`src/rtl/mem_port_arbiter.sv`:
```
// mem_port_arbiter: shares the single memory access port between requester A (CPU)
// and requester B (loader/debug) with round-robin and a bounded burst lock.
module mem_port_arbiter #(
  parameter int ADDR_W   = 8,
  parameter int DATA_W   = 32,
  parameter int MAX_HOLD = 4
) (
  input  logic              clock,
  input  logic              reset_n,
  input  logic              a_req,
  input  logic              a_we,
  input  logic [ADDR_W-1:0] a_addr,
  input  logic [DATA_W-1:0] a_wdata,
  input  logic              a_lock,
  output logic              a_gnt,
  output logic              a_rvalid,
  output logic [DATA_W-1:0] a_rdata,
  input  logic              b_req,
  input  logic              b_we,
  input  logic [ADDR_W-1:0] b_addr,
  input  logic [DATA_W-1:0] b_wdata,
  input  logic              b_lock,
  output logic              b_gnt,
  output logic              b_rvalid,
  output logic [DATA_W-1:0] b_rdata,
  output logic              mem_write_enable,
  output logic [ADDR_W-1:0] mem_write_addr,
  output logic [DATA_W-1:0] mem_write_data,
  output logic              mem_read_enable,
  output logic [ADDR_W-1:0] mem_read_addr,
  input  logic [DATA_W-1:0] mem_read_data
);
  localparam int HOLD_W = (MAX_HOLD > 1) ? $clog2(MAX_HOLD) : 1;
  localparam logic [HOLD_W-1:0] HOLD_LAST = HOLD_W'(MAX_HOLD - 1);

  typedef enum logic [1:0] {IDLE = 2'd0, OWN_A = 2'd1, OWN_B = 2'd2} state_e;

  state_e            state_q, state_d;
  logic              last_b_q, last_b_d;
  logic [HOLD_W-1:0] hold_q, hold_d;
  logic              a_rvalid_q, b_rvalid_q;
  logic [DATA_W-1:0] a_rdata_q, b_rdata_q;
  logic              a_win_s, b_win_s, idle_a_s;
  logic              a_gnt_s, b_gnt_s, any_gnt_s;
  logic              sel_we_s;
  logic [ADDR_W-1:0] sel_addr_s;
  logic [DATA_W-1:0] sel_wdata_s;

  function automatic logic [HOLD_W-1:0] sat_inc(input logic [HOLD_W-1:0] h);
    if (h == HOLD_LAST) begin
      sat_inc = h;
    end else begin
      sat_inc = h + HOLD_W'(1);
    end
  endfunction

  // Winner selection: an owner keeps the port unless its hold budget is spent
  // and the other side waits; a non-requesting owner falls back to idle rules.
  always_comb begin
    idle_a_s = a_req && (!b_req || last_b_q);
    a_win_s  = 1'b0;
    b_win_s  = 1'b0;
    case (state_q)
      OWN_A: begin
        if (a_req && !(hold_q == HOLD_LAST && b_req)) begin
          a_win_s = 1'b1;
        end else begin
          b_win_s = b_req;
        end
      end
      OWN_B: begin
        if (b_req && !(hold_q == HOLD_LAST && a_req)) begin
          b_win_s = 1'b1;
        end else begin
          a_win_s = a_req;
        end
      end
      default: begin
        a_win_s = idle_a_s;
        b_win_s = b_req && !idle_a_s;
      end
    endcase
  end

  assign a_gnt_s   = a_win_s && reset_n;
  assign b_gnt_s   = b_win_s && reset_n;
  assign any_gnt_s = a_gnt_s || b_gnt_s;

  // hold counts grants after the one that took ownership, so a contested
  // burst lasts MAX_HOLD grants before the hand-over.
  always_comb begin
    state_d  = IDLE;
    hold_d   = '0;
    last_b_d = last_b_q;
    if (a_gnt_s) begin
      last_b_d = 1'b0;
      if (a_lock) begin
        state_d = OWN_A;
        hold_d  = (state_q == OWN_A) ? sat_inc(hold_q) : '0;
      end else begin
        state_d = IDLE;
        hold_d  = '0;
      end
    end else if (b_gnt_s) begin
      last_b_d = 1'b1;
      if (b_lock) begin
        state_d = OWN_B;
        hold_d  = (state_q == OWN_B) ? sat_inc(hold_q) : '0;
      end else begin
        state_d = IDLE;
        hold_d  = '0;
      end
    end else begin
      state_d = IDLE;
      hold_d  = '0;
    end
  end

  assign sel_we_s    = b_gnt_s ? b_we    : a_we;
  assign sel_addr_s  = b_gnt_s ? b_addr  : a_addr;
  assign sel_wdata_s = b_gnt_s ? b_wdata : a_wdata;

  assign a_gnt            = a_gnt_s;
  assign b_gnt            = b_gnt_s;
  assign mem_write_enable = any_gnt_s && sel_we_s;
  assign mem_write_addr   = mem_write_enable ? sel_addr_s : '0;
  assign mem_write_data   = mem_write_enable ? sel_wdata_s : '0;
  assign mem_read_enable  = any_gnt_s && !sel_we_s;
  assign mem_read_addr    = mem_read_enable ? sel_addr_s : '0;

  // Arbitration state and registered read returns.
  always_ff @(posedge clock or negedge reset_n) begin
    if (!reset_n) begin
      state_q    <= IDLE;
      last_b_q   <= 1'b1;
      hold_q     <= '0;
      a_rvalid_q <= 1'b0;
      b_rvalid_q <= 1'b0;
      a_rdata_q  <= '0;
      b_rdata_q  <= '0;
    end else begin
      state_q    <= state_d;
      last_b_q   <= last_b_d;
      hold_q     <= hold_d;
      a_rvalid_q <= a_gnt_s && !a_we;
      b_rvalid_q <= b_gnt_s && !b_we;
      if (a_gnt_s && !a_we) begin
        a_rdata_q <= mem_read_data;
      end
      if (b_gnt_s && !b_we) begin
        b_rdata_q <= mem_read_data;
      end
    end
  end

  assign a_rvalid = a_rvalid_q;
  assign a_rdata  = a_rdata_q;
  assign b_rvalid = b_rvalid_q;
  assign b_rdata  = b_rdata_q;
endmodule

```
`config.mk`:
```
export PLATFORM = sky130hd
export DESIGN_NAME = mem_port_arbiter
export DESIGN_NICKNAME = d
export VERILOG_FILES = /design/src/rtl/mem_port_arbiter.sv
export SDC_FILE = /design/constraint.sdc
export NUM_CORES = 1
export LEC_CHECK = 0
export CAP_MARGIN = 20
export CORE_MARGIN = 2
export CORE_UTILIZATION = 35
export DETAILED_ROUTE_END_ITERATION = 12
export PLACE_DENSITY = 0.81
export SLEW_MARGIN = 20
export SYNTH_ARGS = -nofsm -noshare
export SYNTH_HDL_FRONTEND = slang
export SYNTH_SLANG_ARGS = --single-unit
```
`constraint.sdc`:
```
create_clock -name clock -period 2.65 [get_ports clock]
set_input_delay 0.265 -clock clock [delete_from_list [all_inputs] [get_ports clock]]
set_output_delay 0.265 -clock clock [all_outputs]
set_load 0.01 [all_outputs]
```
# Word-level counts from Yosys, hierarchy flattened
# Index checks and enable logic that the tools add are counted.
[totals]
out_inout_bits = 118
regBits = 71
elab_cells = 58
[classes]
n_reduce_logical = 22
eq_ne = 3
n_addsub = 1
n_mux = 25
[op_table]
columns = ["operator", "count"]
rows = [
  ["32-bit 2-to-1 mux", 2],
  ["8-bit 2-to-1 mux", 3],
  ["2-bit 2-to-1 mux", 10],
  ["1-bit logical AND", 12],
  ["1-bit 2-to-1 mux", 8],
  ["1-bit logical NOT", 7],
  ["2-bit == test, second input constant", 2],
  ["1-bit one-hot mux with 2 select lines", 2],
  ["2-bit by 1-bit adder with 2-bit output, second input constant", 1],
  ["2-bit by 1-bit == test with 1-bit output, second input constant", 1],
  ["1-bit logical OR", 2],
  ["2-bit nonzero test", 1],
]

# Depth between registers and ports, before layout
# Gate-level depths: netlist (run 1).
[depth]
word_depth = 11
mapped_depth = 9
mapped_depth_nobuf = 8

# Worst setup path before layout (run 1)
# OpenSTA, ideal clock, no wires.
[synth_timing]
path_type = "reg2out"
from = "reg state_q[0]"
to = "out mem_read_addr[3]"
path_slack_ps = 405
required_time_ps = 2385
stages_incl_launch_ff = 9
path_buffers = 1
arrival_ps = 1980
cell_sequence = "dfrtp_1 -> inv_1 -> ha_1 -> o21bai_1 -> a311o_1 -> a221oi_2 -> buf_2 -> a22oi_1 -> nor2_1"
[synth_between]
elab_chain_len = 7
word_cells_on_any_way = 12
[synth_lines]
columns = ["item", "line_no", "source"]
rows = [
  ["start: declaration", "38", "state_e state_q, state_d;"],
  ["start signal: assignment", "142", "state_q <= state_d;"],
  ["2-bit == test / 2-bit by 1-bit == test with 1-bit output (equally long branches)", "63", "case (state_q)"],
  ["1-bit one-hot mux with 2 select lines", "63", ""],
  ["1-bit logical AND", "86", "assign b_gnt_s = b_win_s && reset_n;"],
  ["1-bit 2-to-1 mux", "119", "assign sel_we_s = b_gnt_s ? b_we : a_we;"],
  ["1-bit logical NOT", "128", "assign mem_read_enable = any_gnt_s && !sel_we_s;"],
  ["1-bit logical AND", "128", ""],
  ["8-bit 2-to-1 mux (*)", "129", "assign mem_read_addr = mem_read_enable ? sel_addr_s : '0;"],
  ["end: declaration", "30", "output logic [ADDR_W-1:0] mem_read_addr,"],
]
# Every way passes the cells marked *; elsewhere a longest branch is shown, timed or not.

# Worst setup path after layout (run 1)
[layout_timing]
from = "reg state_q[1]"
to = "out mem_write_data[20]"
[layout_between]
elab_chain_len = 6
word_cells_on_any_way = 11
[layout_lines]
columns = ["item", "line_no", "source"]
rows = [
  ["2-bit == test / 2-bit by 1-bit == test with 1-bit output (equally long branches)", "63", ""],
  ["1-bit one-hot mux with 2 select lines", "63", ""],
  ["1-bit logical AND, on equally long branches", "86, 85", ""],
  ["1-bit 2-to-1 mux / 1-bit logical OR (equally long branches)", "119, 87", ""],
  ["1-bit logical AND", "125", "assign mem_write_enable = any_gnt_s && sel_we_s;"],
  ["32-bit 2-to-1 mux (*)", "127", "assign mem_write_data = mem_write_enable ? sel_wdata_s : '0;"],
  ["end: declaration", "28", "output logic [DATA_W-1:0] mem_write_data,"],
]
# Marks and branches as above.

==> flow_metrics.env, run 1 <==
export IMPL_status="complete, but fails checks"
export IMPL_violations="negative setup slack"
export IMPL_hpwl_mm=9.24
export IMPL_io_pins=238
export IMPL_antenna_found_initial=0
export IMPL_min_period_ns=2.89
export IMPL_cts_sinks=71
export IMPL_max_clock_freq_mhz=346
export IMPL_relSlewSlack_pct=46.1
export IMPL_synthMuxAreaShare_pct=22.2
export IMPL_seqPwrFrac_pct=36.1
export IMPL_port_buffers=237
export IMPL_start_util_pct=36.2
export IMPL_p_int_mw=3.12
export IMPL_min_path_type="in -> async"
export IMPL_path_clk_slew_ns=0.07
export IMPL_yosysMostFrequentCell="dfrtp_1"
export IMPL_die_x_um=102
export IMPL_wl_per_cell_um=18.6
export IMPL_ys_warn_count=0
export IMPL_crit_required_ns=2.38
export IMPL_core_region_area_um2=9240
export IMPL_ys_seq_area_share_pct=53.1
export IMPL_synth_top_area_cell="dfrtp_1"
export IMPL_synth_simple_area_share_pct=8.48
export IMPL_power_density_nw_per_um2=664
export IMPL_dieArea_um2=10400
export IMPL_setup_worst_path_end_class="primary output"
export IMPL_fin_nets=678
export IMPL_synth_compound_area_share_pct=11.7
export IMPL_period_share_pct=109
export IMPL_ys_flop_type="dfrtp_1"
export IMPL_startpoint_type="flip-flop"
export IMPL_drt_pre_antenna_iters=4
export IMPL_grt_pass1_wl_mm=18.3
export IMPL_synth_cells=281
export IMPL_synthArstFlopShare_pct=100
export IMPL_vias=3467
export IMPL_hold_viol=0
export IMPL_drt_initial_drc_count=113
export IMPL_cpMostUsedCell="buf_6"
export IMPL_critPathTopFamily="buffers and inverters"
export IMPL_synthesis_area_um2=3350
export IMPL_worst_path_buf_inv=7
export IMPL_skew_ns=0.00492
export IMPL_drcViolationCount=0
export IMPL_worst_slack_ns=-0.237
export IMPL_critical_path_class="reg -> out"
export IMPL_synth_cell_types=30
export IMPL_cpPeakStageDelay_ns=0.43
export IMPL_synth_seq_cells=71
export IMPL_ant_nets=0
export IMPL_ir_drop_uv=282
export IMPL_area_delta_synth_final_pct=99.8
export IMPL_synth_common_cells="70 x dfrtp_1, 52 x nor2_1, 40 x a22oi_1"
export IMPL_synth_fa_ha_area_share_pct=0.747
export IMPL_grt_pass1_vias=3654
export IMPL_grt_usage_pct=23.3
export IMPL_clkPwrFrac_pct=20.5
export IMPL_netlist_area_leader_share_pct=52.3
export IMPL_cts_buffers=9
export IMPL_p_comb_share_pct=43.4
export IMPL_place_ws_ns=-0.266
export IMPL_synth_edf_count=0
export IMPL_grt_overflow=0
export IMPL_clock_latency_ns=0.34
export IMPL_max_slew_worst_pin_slew_ns=0.808
export IMPL_synth_fp_nets=403
export IMPL_drt_wl_total_mm=12.9
export IMPL_die_h_um=102
export IMPL_clock_path_buffers=2
export IMPL_drv_cap=0
export IMPL_cts_tree="yes"
export IMPL_drive_gt1_share_pct=37.8
export IMPL_power_leakage_nw=2.79
export IMPL_viasPerCell=5.02
export IMPL_power_switching_share_pct=29.7
export IMPL_critPathMaxFanout=7
export IMPL_critPathSlowestCell="dfrtp_1"
export IMPL_cts_root_buf="clkbuf_8"
export IMPL_synth_area_per_cell_um2=11.9
export IMPL_critPathArrivalTime_ns=2.62
export IMPL_rows=35
export IMPL_antennaDiodeCount=0
export IMPL_gp_congestion=0.840
export IMPL_grt_max_degree=66
export IMPL_power_switching_mw=1.32
export IMPL_critical_path_cell_chain="inv_2, ha_4, buf_6, and3b_1, o21ai_2, a21oi_2, inv_2, buf_6, mux2i_4, buf_6, clkbuf_16, nor2_2, buf_2"
export IMPL_finalSetupViolations=49
export IMPL_synth_top_family_by_area="multiplexers"
export IMPL_h_tree_depth=3
export IMPL_rsz0062_at_grt="yes"
export IMPL_slew_viol_final=0
export IMPL_synthXorXnorAreaFrac_pct=0
export IMPL_synthTopCellsByArea="dfrtp_1 52%, mux2_2 12%, mux2_1 9.8%, a22oi_1 9.0%, nor2_1 5.8%"
export IMPL_holdWs_ns=0.228
placed cells by master (no fill, tap or decap), types with 2 or more instances in the layout:
cell type / n
buf_6: 25
nand3_1: 3
a22oi_2: 25
and2_1: 2
mux2_1: 29
clkbuf_8: 12
nand2_1: 2
ha_4: 2
a22oi_1: 15
inv_1: 2
nor2_4: 13
inv_2: 3
buf_2: 34
nor2_1: 29
nor2_2: 11
clkdlybuf4s50_1: 184
mux2_2: 35
dlygate4sd2_1: 2
buf_8: 4
buf_4: 26
a21oi_1: 3
dfrtp_1: 70
a21oi_2: 3
buf_12: 4
cell type report:
| type | count | area, µm² |
|---|---|---|
| Sequential cell | 71 | 1780 |
| Tap cell | 129 | 161 |
| Clock inverter | 4 | 51.3 |
| Clock buffer | 12 | 165 |
| Multi-Input combinational cell | 186 | 1770 |
| Timing Repair Buffer | 283 | 2740 |
| Fill cell | 647 | 2550 |
| Inverter | 5 | 18.8 |
what timing repair did:
action / 4_1_cts / 5_1_grt
buffers inserted: 8 / 5
hold buffers: 1 / 0
pin swaps: 14 / 31
endpoints found under the hold margin: 6 / 0
gates resized for setup: 239 / 79
cloned: 5 / 1
setup endpoints to repair: 52 / 52
stage by stage:
| step | utilization, % | power [mW] | setup TNS, ns | area, µm² | cells |
|---|---|---|---|---|---|
| 4_1_cts | 69.0 | 4.39 | -9.79 | 6380 | 687 |
| 3_5_place_dp | 65.6 | 3.42 | -9.19 | 6060 | 657 |
| 6_report | 72.4 | 4.44 | -9.00 | 6690 | 690 |
| 3_3_place_gp | 65.6 | 3.35 | -6.58 | 6060 | 657 |
| 2_1_floorplan | - | 2.23 | 0 | 3350 | 281 |
| 5_1_grt | 72.4 | 4.67 | -14.28 | 6690 | 690 |
power groups by stage:
stage / registers, mW / clock network (mW) / logic (mW)
floorplan: 1.77 / 0 / 0.462
global placement: 1.60 / 0 / 1.76
detailed placement: 1.63 / 0 / 1.80
CTS: 1.61 / 0.931 / 1.85
global route: 1.64 / 0.985 / 2.05
finish: 1.60 / 0.909 / 1.93
routing by layer:
| metal | vias to the layer above | GRT usage (%) | wire, µm |
|---|---|---|---|
| met2 | 176 | 43.8 | 6890 |
| met1 | 1696 | 23.9 | 4490 |
| met4 | 0 | 10.1 | 551 |
| met5 | - | 0 | 0 |
| li1 | 1565 | - | - |
| met3 | 30 | 6.56 | 924 |
path summary, 6_finish.rpt:
check / start / end / slack [ns] / cells past startpoint
setup / recovery: state_q[1] / mem_write_data[20] / -0.24 / 13
hold / removal: reset_n / a_rdata[7] / 0.23 / 2
setup reg to reg: state_q[1] / a_rdata[29] / 0.20 / 9
hold reg to reg: a_rdata[4] / a_rdata[4] / 0.49 / 1
max in group asynchronous: reset_n / a_rdata[17] / 1.90 / 2
min in group clock: a_rdata[4] / a_rdata[4] / 0.49 / 1
kinds of logic (layout without fill, tap and decap cells):
logic type	count (synthesis)	in the layout
compound gates	53	53
fa+ha+maj	2	2
buf+inv	24	304
flops	71	71
mux	66	66
simple gates	65	65
sequential cells by signal, summed over array words and instances (netlist names):
register	cells
last_b_q	1
state_q	2
b_rdata	32
a_rvalid	1
a_rdata	32
hold_q	2
b_rvalid	1
worst reg2reg max path, delay by kind of cell, from the launching register on:
family	cells	cell delay [ns]
AND/OR/NAND/NOR	2	0.35
multiplexers	1	0.38
flip-flops	1	0.43
adder cells (fa/ha/maj)	1	0.14
AO/OA/AOI/OAI	2	0.56
buffers and inverters	3	0.47
No activity file was read; power rests on OpenSTA's default activity.
==> run 2, diff against run 1 <==
RECOVER_POWER = 100   (was not set)
clock period = 2.7 ns   (was 2.65 ns; I/O delays follow)
==> run 2 against run 1 <==
Sequential share of layout area increased by 1.4 points. Global-route usage decreased by 1.6 points. Worst setup slack improved by 0.043 ns. The run ends with max-capacitance violations, max-slew violations, negative setup slack left. Power decreased by 7.3%. Cell count decreased by 0.29%. Register-to-register slack improved by 0.14 ns. Die area unchanged. Combinational power decreased by 14%. Clock skew increased by 0.0056 ns. Largest power group unchanged.
==> flow_metrics.env, run 2 (synthesis gave the netlist of run 1 again) <==
export IMPL_status="complete, but fails checks"
export IMPL_violations="max-capacitance violations, max-slew violations, negative setup slack"
export IMPL_final_area_um2=6350
export IMPL_setup_worst_path_end_class="primary output"
export IMPL_antennaDiodeCount=0
export IMPL_drt_initial_drc_count=113
export IMPL_drt_wl_total_mm=11.6
export IMPL_skew_ns=0.0105
export IMPL_cts_root_buf="clkbuf_8"
export IMPL_cts_tree="yes"
export IMPL_postPlaceCellArea_um2=6040
export IMPL_wl_per_cell_um=16.9
export IMPL_power_density_nw_per_um2=648
export IMPL_cts_sinks=71
export IMPL_finalSetupTns_ns=-4.67
export IMPL_p_int_mw=2.86
export IMPL_crit_required_ns=2.43
export IMPL_grt_pass1_vias=3417
export IMPL_gp_congestion=0.827
export IMPL_power_switching_share_pct=30.6
export IMPL_drive_gt1_share_pct=30.9
export IMPL_min_period_ns=2.89
export IMPL_core_region_area_um2=9240
export IMPL_rows=35
export IMPL_grt_max_degree=70
export IMPL_min_path_type="in -> async"
export IMPL_r2r_cells=9
export IMPL_port_buffers=237
export IMPL_die_x_um=102
export IMPL_slew_viol_final=70
export IMPL_period_share_pct=107
export IMPL_power_leakage_nw=2.80
export IMPL_drcViolationCount=0
export IMPL_drt_pre_antenna_iters=4
export IMPL_startpoint_type="flip-flop"
export IMPL_mostFrequentLayoutCell="clkdlybuf4s50_1"
export IMPL_dieArea_um2=10400
export IMPL_area_delta_synth_final_pct=89.8
export IMPL_die_h_um=102
export IMPL_layout_common_cells="119 x clkdlybuf4s50_1, 70 x dfrtp_1, 67 x dlygate4sd3_1, 52 x nor2_1, 47 x buf_2"
export IMPL_final_core_utilization_pct=68.8
export IMPL_cpPeakStageDelay_ns=0.39
export IMPL_r2r_start="state_q[1]"
export IMPL_p_comb_share_pct=40.3
export IMPL_relSlewSlack_pct=-11.4
export IMPL_power_switching_mw=1.26
export IMPL_grt_overflow=0
export IMPL_cpMostUsedCell="buf_6"
export IMPL_cts_buffers=9
export IMPL_fin_nets=676
export IMPL_hpwl_mm=8.85
export IMPL_grt_pass1_wl_mm=17.1
export IMPL_worst_slack_ns=-0.194
export IMPL_io_pins=238
export IMPL_critical_path_class="reg -> out"
export IMPL_critPathArrivalTime_ns=2.62
export IMPL_finalSetupViolations=50
export IMPL_start_util_pct=36.2
export IMPL_cp_startpoint="state_q[1]"
export IMPL_grt_usage_pct=21.7
export IMPL_critPathSlowestCell="dfrtp_1"
export IMPL_clkPwrFrac_pct=22.0
export IMPL_rsz0062_at_grt="yes"
export IMPL_antenna_found_initial=0
export IMPL_vias=3333
export IMPL_clock_latency_ns=0.34
export IMPL_critPathMaxFanout=7
export IMPL_seqPwrFrac_pct=37.7
export IMPL_drv_cap=1
export IMPL_max_slew_worst_pin_slew_ns=1.67
export IMPL_viasPerCell=4.84
export IMPL_ir_drop_uv=337
export IMPL_clock_path_buffers=2
export IMPL_hold_viol=0
export IMPL_max_clock_freq_mhz=346
export IMPL_path_clk_slew_ns=0.08
export IMPL_h_tree_depth=3
export IMPL_critical_path_cell_chain="inv_1, ha_4, a21bo_1, a311o_1, a221oi_4, buf_6, buf_6, buf_16, buf_4, a22oi_2, nor2_1, buf_2"
export IMPL_ant_nets=0
-- run 2: layout make-up --
class / count / area [µm²]
Clock inverter: 6 / 75.1
Multi-Input combinational cell: 186 / 1590
Timing Repair Buffer: 281 / 2600
Tap cell: 129 / 161
Inverter: 5 / 18.8
Sequential cell: 71 / 1780
Fill cell: 715 / 2890
Clock buffer: 10 / 138
-- run 2: final timing paths --
path	slack [ns]	to
worst min register to register	0.48	a_rdata[23]
worst min-delay path	0.32	state_q[0]
max in group asynchronous	0.56	a_rdata[19]
min in group clock	0.48	a_rdata[23]
worst max register to register	0.34	a_rdata[1]
worst max-delay path	-0.19	mem_write_data[18]
-- run 2: repair_timing --
action,CTS,global route
setup endpoints to repair,52,51
hold buffers,1,0
cloned,3,0
setup buffers,9,3
hold endpoints to repair,2,0
pin swaps,19,12
gates resized for setup,234,5
-- run 2: power groups by stage --
stage	logic, mW	clock network, mW	registers, mW
finish	1.66	0.905	1.55
global route	1.78	0.966	1.59
CTS	1.80	0.921	1.57
detailed placement	1.75	0	1.59
global placement	1.72	0	1.56
floorplan	0.453	0	1.74
-- run 2: metrics by stage --
| stage | setup slack (ns) | total power [mW] | cells | hold WS, ns |
|---|---|---|---|---|
| 2_1_floorplan | 0.450 | 2.19 | 281 | -0.0256 |
| 3_3_place_gp | -0.150 | 3.28 | 656 | 0.0916 |
| 3_5_place_dp | -0.251 | 3.34 | 656 | 0.0934 |
| 4_1_cts | -0.212 | 4.29 | 685 | 0.336 |
| 5_1_grt | -0.312 | 4.34 | 688 | 0.346 |
| 6_report | -0.194 | 4.12 | 688 | 0.319 |
-- run 2: critical path, delay by kind of cell (launching register included) --
| kind | cells | cell delay, ns |
|---|---|---|
| compound gates | 4 | 0.92 |
| buf+inv | 6 | 0.74 |
| flops | 1 | 0.39 |
| fa+ha+maj | 1 | 0.14 |
| simple gates | 1 | 0.10 |
-- run 2: routing by layer --
layer | GRT usage [%] | part of all wire [%] | vias up
li1 | - | - | 1561
met1 | 22.7 | 36 | 1597
met2 | 40.9 | 53 | 154
met3 | 6.28 | 7.6 | 21
met4 | 7.90 | 2.9 | 0
met5 | 0 | 0 | -
==> run 3, diff against run 2 <==
CAP_MARGIN = 40   (was 20)
==> run 3 against run 2 <==
Final area about the same. Critical path depth unchanged. Non-clock buffer count increased by 1. Clock-buffer cell count unchanged. The run ends with negative setup slack left. Fmax increased by 0.14%. Clock skew increased by 0.0028 ns. Utilization increased by 0.068 points. Worst setup slack improved by 0.0041 ns.
==> flow_metrics.env, run 3 (synthesis gave the netlist of run 1 again) <==
export IMPL_status="complete, but fails checks"
export IMPL_violations="negative setup slack"
export IMPL_mostFrequentLayoutCell="clkdlybuf4s50_1"
export IMPL_critPathSlowestCell="dfrtp_1"
export IMPL_cts_sinks=71
export IMPL_vias=3373
export IMPL_cpMostUsedCell="buf_6"
export IMPL_grt_usage_pct=21.7
export IMPL_critPathMaxFanout=7
export IMPL_worst_path_buf_inv=6
export IMPL_dieArea_um2=10400
export IMPL_drt_pre_antenna_iters=4
export IMPL_finalSetupTns_ns=-4.50
export IMPL_cts_root_buf="clkbuf_8"
export IMPL_max_clock_freq_mhz=346
export IMPL_rsz0062_at_grt="yes"
export IMPL_core_region_area_um2=9240
export IMPL_grt_max_degree=70
export IMPL_multi_input_comb_area_um2=1590
export IMPL_setup_worst_path_end_class="primary output"
export IMPL_rows=35
export IMPL_drv_cap=0
export IMPL_relSlewSlack_pct=33.9
export IMPL_cpPeakStageDelay_ns=0.35
export IMPL_drt_wl_total_mm=11.7
export IMPL_clock_path_buffers=2
export IMPL_finalSetupViolations=50
export IMPL_min_path_type="in -> async"
export IMPL_worst_slack_ns=-0.190
export IMPL_period_share_pct=107
export IMPL_io_pins=238
export IMPL_reg2reg_to="a_rdata[9]"
export IMPL_fin_nets=677
export IMPL_grt_pass1_wl_mm=17.1
export IMPL_ir_drop_uv=336
export IMPL_r2r_start="state_q[0]"
export IMPL_h_tree_depth=3
export IMPL_port_buffers=237
export IMPL_fillerInstances=713
export IMPL_critPathTopFamily="compound AO/OA/AOI/OAI gates"
export IMPL_final_core_utilization_pct=68.8
export IMPL_holdWs_ns=0.316
export IMPL_ant_nets=0
export IMPL_cts_tree="yes"
export IMPL_die_x_um=102
export IMPL_startpoint_type="flip-flop"
export IMPL_grt_overflow=0
export IMPL_p_total_mw=4.12
export IMPL_final_area_um2=6360
export IMPL_r2r_setup_slack_ns=0.33
export IMPL_drcViolationCount=0
export IMPL_regArea_um2=1780
export IMPL_hpwl_mm=8.85
export IMPL_critical_path_cell_chain="inv_1, ha_1, o21bai_1, a311o_1, a221oi_4, buf_6, buf_6, buf_16, buf_4, a22oi_2, nor2_1, buf_2"
export IMPL_gp_congestion=0.827
export IMPL_r2r_cells=9
export IMPL_path_clk_slew_ns=0.08
export IMPL_drive_gt1_share_pct=30.9
export IMPL_die_h_um=102
export IMPL_grt_pass1_vias=3417
export IMPL_area_delta_synth_final_pct=89.9
export IMPL_start_util_pct=36.2
export IMPL_wl_per_cell_um=17.0
export IMPL_critPathArrivalTime_ns=2.62
export IMPL_drt_initial_drc_count=127
export IMPL_skew_ns=0.0133
export IMPL_max_slew_worst_pin_slew_ns=0.992
export IMPL_critical_path_class="reg -> out"
export IMPL_postPlaceCellArea_um2=6040
export IMPL_hold_viol=0
export IMPL_viasPerCell=4.90
export IMPL_min_period_ns=2.89
export IMPL_power_density_nw_per_um2=648
export IMPL_cts_buffers=9
export IMPL_antennaDiodeCount=0
export IMPL_layout_common_cells="119 x clkdlybuf4s50_1, 70 x dfrtp_1, 67 x dlygate4sd3_1, 52 x nor2_1, 47 x buf_2"
export IMPL_slew_viol_final=0
export IMPL_power_leakage_nw=2.80
export IMPL_antenna_found_initial=0
export IMPL_crit_required_ns=2.43
export IMPL_clock_latency_ns=0.34
-- run 3: cell types whose count changed in the layout (fill, tap and decap cells not counted) --
cell / before / now
clkbuf_1: 0 / 1
clkbuf_2: 2 / 1
clkbuf_4: 0 / 1
-- run 3: through the flow --
stage               worst slack [ns]  std cells
detailed placement            -0.251        656
CTS                           -0.212        685
global route                  -0.312        689
floorplan                      0.450        281
finish                        -0.190        689
global placement              -0.150        656
-- run 3: where the power goes --
part | switching [mW] | total [mW] | internal [mW]
registers | 0.155 | 1.55 | 1.40
logic | 0.676 | 1.66 | 0.989
clock network | 0.432 | 0.901 | 0.468
-- run 3: how the worst max path moves through the flow --
stage | startpoint | end | cells past startpoint
after floorplan | state_q[0] | mem_read_addr[3] | 8
after global placement | state_q[0] | mem_write_addr[7] | 9
after detailed placement | state_q[1] | mem_write_data[25] | 10
after global routing | state_q[1] | mem_write_data[2] | 12
final | state_q[0] | mem_write_data[18] | 12
after CTS | state_q[1] | mem_write_data[3] | 11
-- run 3: cell type report --
cell class	instances	area share (%)
sequential	71	28.0
inverter	5	0.295
multi-input combinational	186	24.9
timing repair buffer	282	40.9
clock buffer	10	2.16
tap	129	2.54
clock inverter	6	1.18
-- run 3: repair_timing --
item	CTS	global route
resized for setup	234	5
buffers inserted	9	3
setup endpoints to repair	52	51
endpoints found under the hold margin	2	0
pin swaps	19	12
hold buffers	1	0
cloned	3	0
-- run 3: routing by layer --
metal  wire length, µm  vias to the layer above  GRT usage [%]  share of wire, %
met1              4190                     1636           22.7                36
met5                 0                        -              0                 0
li1                  -                     1562              -                 -
met2              6270                      153           40.9                54
met3               871                       22           6.28               7.5
met4               352                        0           7.90               3.0
==> patch 1 (settings of run 1) <==
Reset style: synchronous (`reset_n`), changed in one clocked block.
--- a/src/rtl/mem_port_arbiter.sv
+++ b/src/rtl/mem_port_arbiter.sv
@@ -130,5 +130,5 @@
 
   // Arbitration state and registered read returns.
-  always_ff @(posedge clock or negedge reset_n) begin
+  always_ff @(posedge clock) begin
     if (!reset_n) begin
       state_q    <= IDLE;
Behaviour: differs if reset_n is asserted again (counterexample within 4 cycles, from zero or initial values and one cycle with reset_n low); with reset_n held inactive, the same outputs for 10 cycles.
==> patch 1 against run 1 <==
The run still ends with setup timing left. Global-route usage is 3.0 points higher. Sequential power is 27% lower. Worst setup slack better by 0.20 ns. Routed wire length is 17% higher. Die area is 3.6% higher. Final area is 1.5% higher. Synthesized area is 3.8% higher. Count of clock-buffer cells in the layout is 1 lower. Sequential cell count stayed put. Combinational power is 46% lower. Maximum frequency is 7.5% higher. Total power is 28% lower.
==> patch 1: results (changes against run 1) <==
[metrics] global-route usage over all layers: 26.3% (was 23.3%)
[metrics] post-synthesis cell count: 485 (was 281)
[metrics] leading cell types by count after synthesis: nand2_1 (140), dfxtp_1 (71), o21ai_0 (64), a21oi_1 (34), nand3_1 (33) (was dfrtp_1 (70), nor2_1 (52), a22oi_1 (40), mux2_2 (36), mux2_1 (29))
[metrics] combinational power: 1.05 mW (was 1.93 mW)
[metrics] area growth from synthesis to final layout: 95.4% (was 99.8%)
[metrics] DP HPWL: 10,300 µm (was 9240 µm)
[metrics] nets: 861 (was 678)
[metrics] Detailed Route WL: 15,100 µm (was 12,900 µm)
[metrics] final setup violation count: 3 (was 49)
[metrics] share of synthesized registers carrying an async set or reset: 0% (was 100%)
[metrics] Hold WC Path Type: in2reg (was in2async)
[metrics] violated checks: setup timing (unchanged)
[metrics] r2r startpoint: state_q[0] (was state_q[1])
[metrics] stage delay of the slowest cell on the critical path: 0.35 ns (was 0.43 ns)
[metrics] routed via count: 4,536 (was 3,467)
[metrics] cell type of the slowest stage on the worst timing path: dfxtp_2 (was dfrtp_1)
[metrics] actual slew at the worst max-slew pin: 0.664 ns (was 0.808 ns)
[metrics] post-layout worst setup margin: -0.0356 ns (was -0.237 ns)
[metrics] DP Cell Count: 841 (was 657)
[metrics] status: complete, but fails checks (unchanged)
[metrics] Synth Flop Type: dfxtp_1 (was dfrtp_1)
[metrics] final worst clock skew: 0.00977 ns (was 0.00492 ns)
[metrics] vias in the first global route: 4,391 (was 3,654)
[metrics] minimum hold slack: 0.264 ns (was 0.228 ns)
[metrics] relative contribution of sequential cells to total power: 36.9% (was 36.1%)
[metrics] Peak VDD IR: 444 µV (was 282 µV)
patch 1: changes by cell type after synthesis, moves of 7 or more:
cell	before	now
a21oi_1	7	34
a22oi_1	40	0
clkbuf_1	3	23
dfrtp_1	70	0
dfxtp_1	0	71
mux2_1	29	0
mux2_2	36	1
mux2i_1	1	8
nand2_1	2	140
nand3_1	3	33
nand3b_1	0	32
nor2_1	52	22
nor3_1	0	8
o21ai_0	0	64
patch 1: how the worst max path moves through the flow:
| stage | start | end |
|---|---|---|
| 2_1_floorplan | state_q[0] | mem_write_data[22] |
| 3_3_place_gp | a_req | mem_write_addr[7] |
| 3_5_place_dp | b_req | b_rdata[13] |
| 4_1_cts | state_q[0] | mem_write_addr[7] |
| 5_1_grt | state_q[0] | mem_write_data[13] |
| 6_report | state_q[0] | mem_write_data[13] |
patch 1: timing repair:
action / 4_1_cts / 5_1_grt
resized for setup: 223 / 71
setup endpoints to repair: 84 / 50
setup buffers: 11 / 7
hold endpoints to repair: 0 / 0
pin swaps: 3 / 25
gates cloned: 2 / 2
patch 1: cell families after synthesis:
kind of cell | Yosys count | share of synthesized area, %
buffers and inverters | 49 | 6.19
multiplexers | 10 | 3.02
AO/OA/AOI/OAI | 108 | 16.7
AND/OR/NAND/NOR | 245 | 32.5
adder cells (fa/ha/maj) | 2 | 0.720
flip-flops | 71 | 40.9
patch 1: layer usage:
layer | part of all wire [%] | vias to the layer above | GRT usage, %
met5 | 0 | - | 0
li1 | - | 2145 | -
met3 | 9.1 | 51 | 9.69
met4 | 4.1 | 0 | 14.2
met2 | 50 | 237 | 44.3
met1 | 37 | 2103 | 28.7
==> patch 2 (settings of run 1) <==
Without the edit above. `ADDR_W`: 8 -> 7.
--- a/src/rtl/mem_port_arbiter.sv
+++ b/src/rtl/mem_port_arbiter.sv
@@ -2,5 +2,5 @@
 // and requester B (loader/debug) with round-robin and a bounded burst lock.
 module mem_port_arbiter #(
-  parameter int ADDR_W   = 8,
+  parameter int ADDR_W   = 7,
   parameter int DATA_W   = 32,
   parameter int MAX_HOLD = 4
Ports: changed (resized a_addr, b_addr, mem_read_addr and mem_write_addr); port bits go from 238 to 234. No check against the original RTL was run, so the function may have changed too.
==> patch 2 against run 1 <==
The run still ends with setup timing left. Sequential cell count unchanged. Routed wire length decreased by 3.5%. Worst setup slack improved by 0.026 ns. Via count down 2.7%. Total power shrank 0.34%. Combinational power is 3% lower. First-iteration DRC count fell by 45%. Final area is 3.3% lower. Synthesized area stayed put. Largest power group unchanged.
==> patch 2: results (changes against run 1) <==
[metrics] final worst clock skew: 0.00823 ns (was 0.00492 ns)
[metrics] violated checks: setup timing (unchanged)
[metrics] cell-internal power: 3.13 mW (was 3.12 mW)
[metrics] vias in the first global route: 3,544 (was 3,654)
[metrics] number of buffers added to fix hold violations after cts: 2 (was 1)
[metrics] Design Area, Final: 6470 µm² (was 6690 µm²)
[metrics] total of fill cells in the finished design: 655 (was 647)
[metrics] Post-CTS Resized: 221 (was 239)
[metrics] top area cells in the synthesized netlist: dfrtp_1 (52%), mux2_2 (14%), a22oi_1 (8.7%), mux2_1 (7.4%), nor2_1 (5.6%) (was dfrtp_1 (52%), mux2_2 (12%), mux2_1 (9.8%), a22oi_1 (9.0%), nor2_1 (5.8%))
[metrics] M3 GR Usage: 7.45% (was 6.56%)
[metrics] post-layout worst setup margin: -0.211 ns (was -0.237 ns)
[metrics] mux cell area share after synthesis: 22.2% (about the same)
[metrics] static leakage: 2.74 nW (was 2.79 nW)
[metrics] routed via count: 3,372 (was 3,467)
[metrics] number of distinct library cells after synthesis: 31 (was 30)
[metrics] filler-free cell count of the finished design: 675 (was 690)
[metrics] status: complete, but fails checks (unchanged)
[metrics] global-route usage over all layers: 23.2% (was 23.3%)
[metrics] number of DRC violations after detailed-routing iteration 0: 62 (was 113)
[metrics] minimum hold slack: 0.172 ns (was 0.228 ns)
[metrics] power share of the combinational group: 42.5% (was 43.4%)
[metrics] reported clock group power: 0.950 mW (was 0.909 mW)
[metrics] final setup violation count: 47 (was 49)
[metrics] final setup TNS: -7.24 ns (was -9.00 ns)
[metrics] beginning of the critical path: state_q[0] (was state_q[1])
[metrics] count of port buffers added during placement: 233 (was 237)
[metrics] post-synthesis cell count: 278 (was 281)
[metrics] GRT met1 Usage: 22.1% (was 23.9%)
[metrics] wire length of the first global-routing pass: 18,000 µm (was 18,300 µm)
[patch 2: changes by cell type in the layout (fill, tap and decap cells not counted), moves of 5 or more]
cell / run 1 / this run
nor2_2: 11 / 1
mux2_1: 29 / 22
buf_4: 26 / 12
buf_2: 34 / 46
a22oi_2: 25 / 17
buf_16: 1 / 6
nor2_4: 13 / 3
a22oi_1: 15 / 22
mux2_2: 35 / 42
buf_6: 25 / 13
nor2_1: 29 / 47
[patch 2: layer usage]
layer | share of wire, % | vias to the layer above
met1 | 34 | 1607
met3 | 9.1 | 43
met2 | 53 | 190
li1 | - | 1532
met5 | 0 | -
met4 | 4.6 | 0
[patch 2: layout make-up]
cell class	count	area share, %
clock inverter	6	1.45
timing repair buffer	271	41.1
tap	129	2.50
sequential	71	27.5
multi-input combinational	183	25.2
inverter	5	0.290
clock buffer	10	1.97
